**src/rtl/plab3_mem_ns_pkg.sv**
```systemverilog
// Shared encodings for the NS-bit memory guard: FSM states, domain values and
// field widths of the cacheline memory messages.
package plab3_mem_ns_pkg;

  typedef enum logic [2:0] {
    StIdle = 3'd0,
    StFwd  = 3'd1,
    StWait = 3'd2,
    StDeny = 3'd3,
    StResp = 3'd4
  } state_e;

  localparam logic DOM_SEC = 1'b0;
  localparam logic DOM_NS  = 1'b1;

  localparam int unsigned ViolCountNbits = 16;

  // Message layout, MSB first. Request: type | opaque | addr | len | data.
  // Response: type | opaque | test | len | data.
  localparam int unsigned MemTypeNbits = 3;
  localparam int unsigned MemTestNbits = 2;

endpackage

```
**src/rtl/plab3_mem_ns_region_check.sv**
```systemverilog
// Combinational secure-region test: denies non-secure accesses that fall inside
// [p_sec_base, p_sec_limit).
module plab3_mem_ns_region_check
  import plab3_mem_ns_pkg::*;
#(
  parameter int unsigned    abw         = 32,
  parameter logic [abw-1:0] p_sec_base  = 32'h0000_0000,
  parameter logic [abw-1:0] p_sec_limit = 32'h0000_1000
) (
  input  logic [abw-1:0] addr,
  input  logic           domain,
  output logic           deny
);

  // base <= addr < limit folded into one unsigned compare on the modular offset
  localparam logic [abw-1:0] Span = p_sec_limit - p_sec_base;

  logic [abw-1:0] offset;
  logic           hit;

  assign offset = addr - p_sec_base;
  assign hit    = offset < Span;
  assign deny   = hit && (domain == DOM_NS);

endmodule

```
**src/rtl/plab3_mem_ns_mem_guard.sv**
```systemverilog
// NS-bit guard between the blocking cache refill/evict port and main memory.
// One transaction in flight; denied requests are answered locally with zero data.
module plab3_mem_ns_mem_guard
  import plab3_mem_ns_pkg::*;
#(
  parameter int unsigned    p_opaque_nbits = 8,
  parameter int unsigned    abw            = 32,
  parameter int unsigned    clw            = 128,
  parameter logic [abw-1:0] p_sec_base     = 32'h0000_0000,
  parameter logic [abw-1:0] p_sec_limit    = 32'h0000_1000
) (
  input  logic clk,
  input  logic reset,

  input  logic memreq_val,
  output logic memreq_rdy,
  input  logic memreq_domain,
  input  logic [MemTypeNbits+p_opaque_nbits+abw+$clog2(clw/8)+clw-1:0] memreq_msg,

  output logic memresp_val,
  input  logic memresp_rdy,
  output logic memresp_domain,
  output logic [MemTypeNbits+p_opaque_nbits+MemTestNbits+$clog2(clw/8)+clw-1:0] memresp_msg,

  output logic mem_memreq_val,
  input  logic mem_memreq_rdy,
  output logic [MemTypeNbits+p_opaque_nbits+abw+$clog2(clw/8)+clw-1:0] mem_memreq_msg,

  input  logic mem_memresp_val,
  output logic mem_memresp_rdy,
  input  logic [MemTypeNbits+p_opaque_nbits+MemTestNbits+$clog2(clw/8)+clw-1:0] mem_memresp_msg,

  output logic                      violation,
  output logic [ViolCountNbits-1:0] violation_count
);

  localparam int unsigned LenNbits  = $clog2(clw / 8);
  localparam int unsigned ReqNbits  = MemTypeNbits + p_opaque_nbits + abw + LenNbits + clw;
  localparam int unsigned RespNbits = MemTypeNbits + p_opaque_nbits + MemTestNbits + LenNbits
                                      + clw;

  state_e                    state_q, state_d;
  logic [ReqNbits-1:0]       req_q;
  logic                      dom_q;
  logic [RespNbits-1:0]      resp_q, resp_d;
  logic [ViolCountNbits-1:0] count_q, count_d;
  logic                      req_en, resp_en;
  logic                      deny;

  logic [abw-1:0]            in_addr;
  logic [MemTypeNbits-1:0]   lat_type;
  logic [p_opaque_nbits-1:0] lat_opaque;
  logic [RespNbits-1:0]      deny_resp;

  assign in_addr    = memreq_msg[LenNbits+clw +: abw];
  assign lat_type   = req_q[ReqNbits-1 -: MemTypeNbits];
  assign lat_opaque = req_q[ReqNbits-MemTypeNbits-1 -: p_opaque_nbits];
  // Denied reads and dropped writes both answer with test=0, len=0, data=0
  assign deny_resp  = {lat_type, lat_opaque, {(MemTestNbits + LenNbits + clw){1'b0}}};

  // The decision is taken on the cycle the request is latched
  plab3_mem_ns_region_check #(
    .abw         (abw),
    .p_sec_base  (p_sec_base),
    .p_sec_limit (p_sec_limit)
  ) u_region_check (
    .addr   (in_addr),
    .domain (memreq_domain),
    .deny   (deny)
  );

  always_comb begin
    state_d         = state_q;
    memreq_rdy      = 1'b0;
    mem_memreq_val  = 1'b0;
    mem_memresp_rdy = 1'b0;
    memresp_val     = 1'b0;
    violation       = 1'b0;
    req_en          = 1'b0;
    resp_en         = 1'b0;
    resp_d          = mem_memresp_msg;
    count_d         = count_q;
    unique case (state_q)
      StIdle: begin
        memreq_rdy = 1'b1;
        if (memreq_val) begin
          req_en  = 1'b1;
          state_d = deny ? StDeny : StFwd;
        end
      end
      StFwd: begin
        mem_memreq_val = 1'b1;
        if (mem_memreq_rdy) state_d = StWait;
      end
      StWait: begin
        mem_memresp_rdy = 1'b1;
        if (mem_memresp_val) begin
          resp_en = 1'b1;
          state_d = StResp;
        end
      end
      StDeny: begin
        violation = 1'b1;
        resp_en   = 1'b1;
        resp_d    = deny_resp;
        if (count_q != '1) count_d = count_q + ViolCountNbits'(1);
        state_d   = StResp;
      end
      StResp: begin
        memresp_val = 1'b1;
        if (memresp_rdy) state_d = StIdle;
      end
      default: state_d = StIdle;
    endcase
  end

  always_ff @(posedge clk or posedge reset) begin
    if (reset) begin
      state_q <= StIdle;
      req_q   <= '0;
      dom_q   <= DOM_SEC;
      resp_q  <= '0;
      count_q <= '0;
    end else begin
      state_q <= state_d;
      count_q <= count_d;
      if (req_en) begin
        req_q <= memreq_msg;
        dom_q <= memreq_domain;
      end
      if (resp_en) resp_q <= resp_d;
    end
  end

  assign mem_memreq_msg  = req_q;
  assign memresp_msg     = resp_q;
  assign memresp_domain  = dom_q;
  assign violation_count = count_q;

endmodule

```
**config.mk**
```make
export PLATFORM = sky130hd
export DESIGN_NAME = plab3_mem_ns_mem_guard
export DESIGN_NICKNAME = d
export VERILOG_FILES = /design/src/rtl/plab3_mem_ns_pkg.sv /design/src/rtl/plab3_mem_ns_region_check.sv /design/src/rtl/plab3_mem_ns_mem_guard.sv
export SDC_FILE = /design/constraint.sdc
export NUM_CORES = 1
export LEC_CHECK = 0
export BUFFER_PORTS_ARGS = -buffer_cell sky130_fd_sc_hd__buf_2
export CORE_AREA = 3 3 258 260
export CTS_CLUSTER_SIZE = 10
export DETAILED_ROUTE_END_ITERATION = 8
export DIE_AREA = 0 0 261 263
export SYNTH_ARGS = -nofsm -noshare
export SYNTH_HDL_FRONTEND = slang
export SYNTH_SLANG_ARGS = --single-unit
```
**constraint.sdc**
```tcl
create_clock -name clk -period 12.61 [get_ports clk]
set_clock_uncertainty 0.1 [all_clocks]
set_input_delay 1.261 -clock clk [delete_from_list [all_inputs] [get_ports clk]]
set_output_delay 1.261 -clock clk [all_outputs]
set_load 0.03 [all_outputs]
```
==> impl_metrics.ini <==
[detailed_routing]
routed_wl_mm = 41.49
first_pass_iters = 4
drt-initial-drc-count = 427
vias_per_cell = 4.078
vias = 9624
routedWlPerCell_um = 17.58
drc = 0
ant_nets = 0

[clock_tree]
cts_made_buffers = 41
cts-resized-gates = 0
clk_path_buf_depth = 3
root_buffer = clkbuf_16
clock_latency_ns = 0.53
cts_setup_buffers = 0
path_clk_slew_ns = 0.06
tritoncts = built
ctsHoldBuffers = 0
cts_sinks = 340
h-tree-depth = 2

[timing]
finalHoldViolations = 0
final.min_clock_period_ns = 3.742
max_slew.worst_pin.slew_ns = 0.9506
slew_headroom_pct = 36.63
setup_tns_ns = 0
fin_crit_sh_pct = 29.67
max_freq_mhz = 267.2
drv_slew = 0
finalSetupViolCount = 0
rsz0062_at_grt = no
hold_slack_ns = 0.3688

[global_routing]
grt_max_degree = 144
grt_pass1_vias = 10250
grt_use_total_pct = 11.32
grt_pass1_wl_mm = 60.54
grt_overflow = 0
antenna_found_initial = 4

[placement]
io_buffers = 668
place_congestion = 0.8304
hpwlAfterDp_mm = 30.75
dp.cells = 2301

[run_status]
status = complete, no violations

[hold_path]
hp-start = memresp_msg[138]$_DFFE_PP0P_
worst_hold_path_type = flop to flop

[logic_synthesis]
syn-instance-count = 825
synth_edf_count = 0
yosysSeqAreaShare_pct = 66.92
yosys.area.top_type = dfrtp_1
yosysUniqueCellTypes = 38
avgSynthCellArea_um2 = 15.41
yosysMostFrequentCell = dfrtp_1
netlist_top_cells_area = dfrtp_1 (67%), mux2_1 (15%), a22o_1 (9.2%), mux2i_1 (0.94%), xor2_1 (0.90%)
synth_fp_nets = 1153
async_flop_share_pct = 100.0
synth_flop_cell = dfrtp_1
ys_top_cells_by_count = dfrtp_1 (340), mux2_1 (169), a22o_1 (133)
ys_ff_latch = 340
ys_warn_count = 0
netlist_area_um2 = 12710
synth_top_area_share_pct = 66.92

[setup_path]
reg2regPathDepth = 5
cp-end-kind = flop
path_class = flop to flop
critical_path_peak_fanout = 70
rr_endpoint = mem_memreq_msg[72]$_DFFE_PP0P_
path_cells = nor3_1 > and2_4 > buf_4 > buf_4 > mux2_1
cp.required_ns = 12.92
start_kind = flop
endpoint = mem_memreq_msg[72]$_DFFE_PP0P_
crit_start = state_q[0]$_DFFE_PP0P_
crit_slowest_cell = buf_4
reg2reg_slack_ns = 8.87
critPathArrivalTime_ns = 4.05
cpPeakStageDelay_ns = 0.78
r2r-start = state_q[0]$_DFFE_PP0P_
path_common_cell = buf_4

[power_and_ir_drop]
p_per_area_nw_per_um2 = 306.4
power_mw = 5.550
power.switching_mw = 2.478
p_comb_share_pct = 46.5
power.share.switching_pct = 44.64
pwr-share-clk_pct = 18.9
vdd_drop_max_mv = 0.1731
internal-power_mw = 3.072
seqPwrFrac_pct = 34.7
cellLeakagePower_nw = 9.275

[floorplan]
initial_core_util_pct = 19.76
num_rows = 93
die_x_um = 261
fp.coreArea_um2 = 64350
die_area_um2 = 68640
io_pins = 669
die_height_um = 263

[run]
drv_cap = 0

[layout]
drive_gt1_share_pct = 49.23
nNetsFinal = 1817
utilization_pct = 28.14
stdcell_count = 2360
syn_to_final_growth_pct = 42.45
[power groups by stage]
stage	clock network (mW)	logic, mW	registers (mW)
2_1_floorplan	0	0.699	2.97
3_3_place_gp	0	2.58	1.92
3_5_place_dp	0	2.63	1.93
4_1_cts	1.10	2.62	1.93
5_1_grt	1.14	2.72	1.99
6_report	1.05	2.58	1.92
[routing by layer]
metal / up-vias / track usage (%) / part of all wire [%]
li1: 4334 / - / -
met1: 4737 / 12.48 / 37
met2: 481 / 20.30 / 50
met3: 70 / 3.694 / 10
met4: 2 / 3.926 / 2.8
met5: - / 0 / 0.017
[registers in the layout, indices dropped and copies added (netlist names)]
name / count
memresp_msg: 145
memresp_domain: 1
violation_count: 16
mem_memreq_msg: 175
state_q: 3
[cell type report]
type	instances	area (um^2)
clock inverters	3	21.27
clock buffers	54	1127
multi-input cells	424	3933
inverters	6	30.03
repair buffers	676	3416
diodes	2	5.005
well taps	855	1070
flip-flops and latches	340	8508
fillers	6663	46240
[cells by family (layout without fill, tap and decap cells)]
family,after synthesis,after routing,share of synthesized area (%)
and+or+nand+nor,67,67,2.844
AOI/OAI and AO/OA,153,153,10.25
other,0,2,0
xor gates and xnor gates,13,13,0.8956
DFF,340,340,66.92
adders and majority gates,1,1,0.09840
buffers and inverters,61,739,2.273
muxes,190,190,16.71
[worst min path at each step]
| stage | end | slack (ns) | depth (start not counted) |
|---|---|---|---|
| final | memresp_msg[138]$_DFFE_PP0P_ | 0.37 | 2 |
| after global routing | mem_memreq_msg[67]$_DFFE_PP0P_ | 0.39 | 1 |
| after CTS | memresp_msg[138]$_DFFE_PP0P_ | 0.38 | 2 |
| after detailed placement | memresp_msg[138]$_DFFE_PP0P_ | 0.37 | 2 |
| after global placement | mem_memreq_msg[62]$_DFFE_PP0P_ | 0.36 | 1 |
| after floorplan | state_q[1]$_DFFE_PP0P_ | 0.48 | 1 |
[cells in the final DEF (no fill, tap or decap), types with 2 or more instances in the layout]
master	n
buf_2	668
dfrtp_1	340
mux2_1	169
a22o_1	133
clkbuf_16	43
nand2_1	18
xor2_1	13
mux2i_1	12
clkbuf_1	10
o21ai_0	9
mux2_2	9
nor3_1	8
nor4_1	8
buf_4	7
nor2_1	6
nand4_1	6
inv_1	5
nand3_1	5
o21ai_1	4
diode_2	2
and2_4	2
nor3b_1	2
or2_1	2
a211oi_1	2
nor4b_1	2
[worst max-delay path: cells and delay by family (launching register included)]
kind / cells / cell delay [ns]
and+or+nand+nor: 2 / 1.00
muxes: 1 / 0.39
DFF: 1 / 0.48
buffers and inverters: 2 / 1.50
[through the flow]
stage / setup slack (ns) / area, um^2
CTS: 8.692 / 18100
detailed placement: 8.219 / 16960
finish: 8.868 / 18110
global placement: 8.330 / 16960
floorplan: 1.826 / 12710
global route: 8.592 / 18110
No activity file was read; power rests on OpenSTA's default activity.
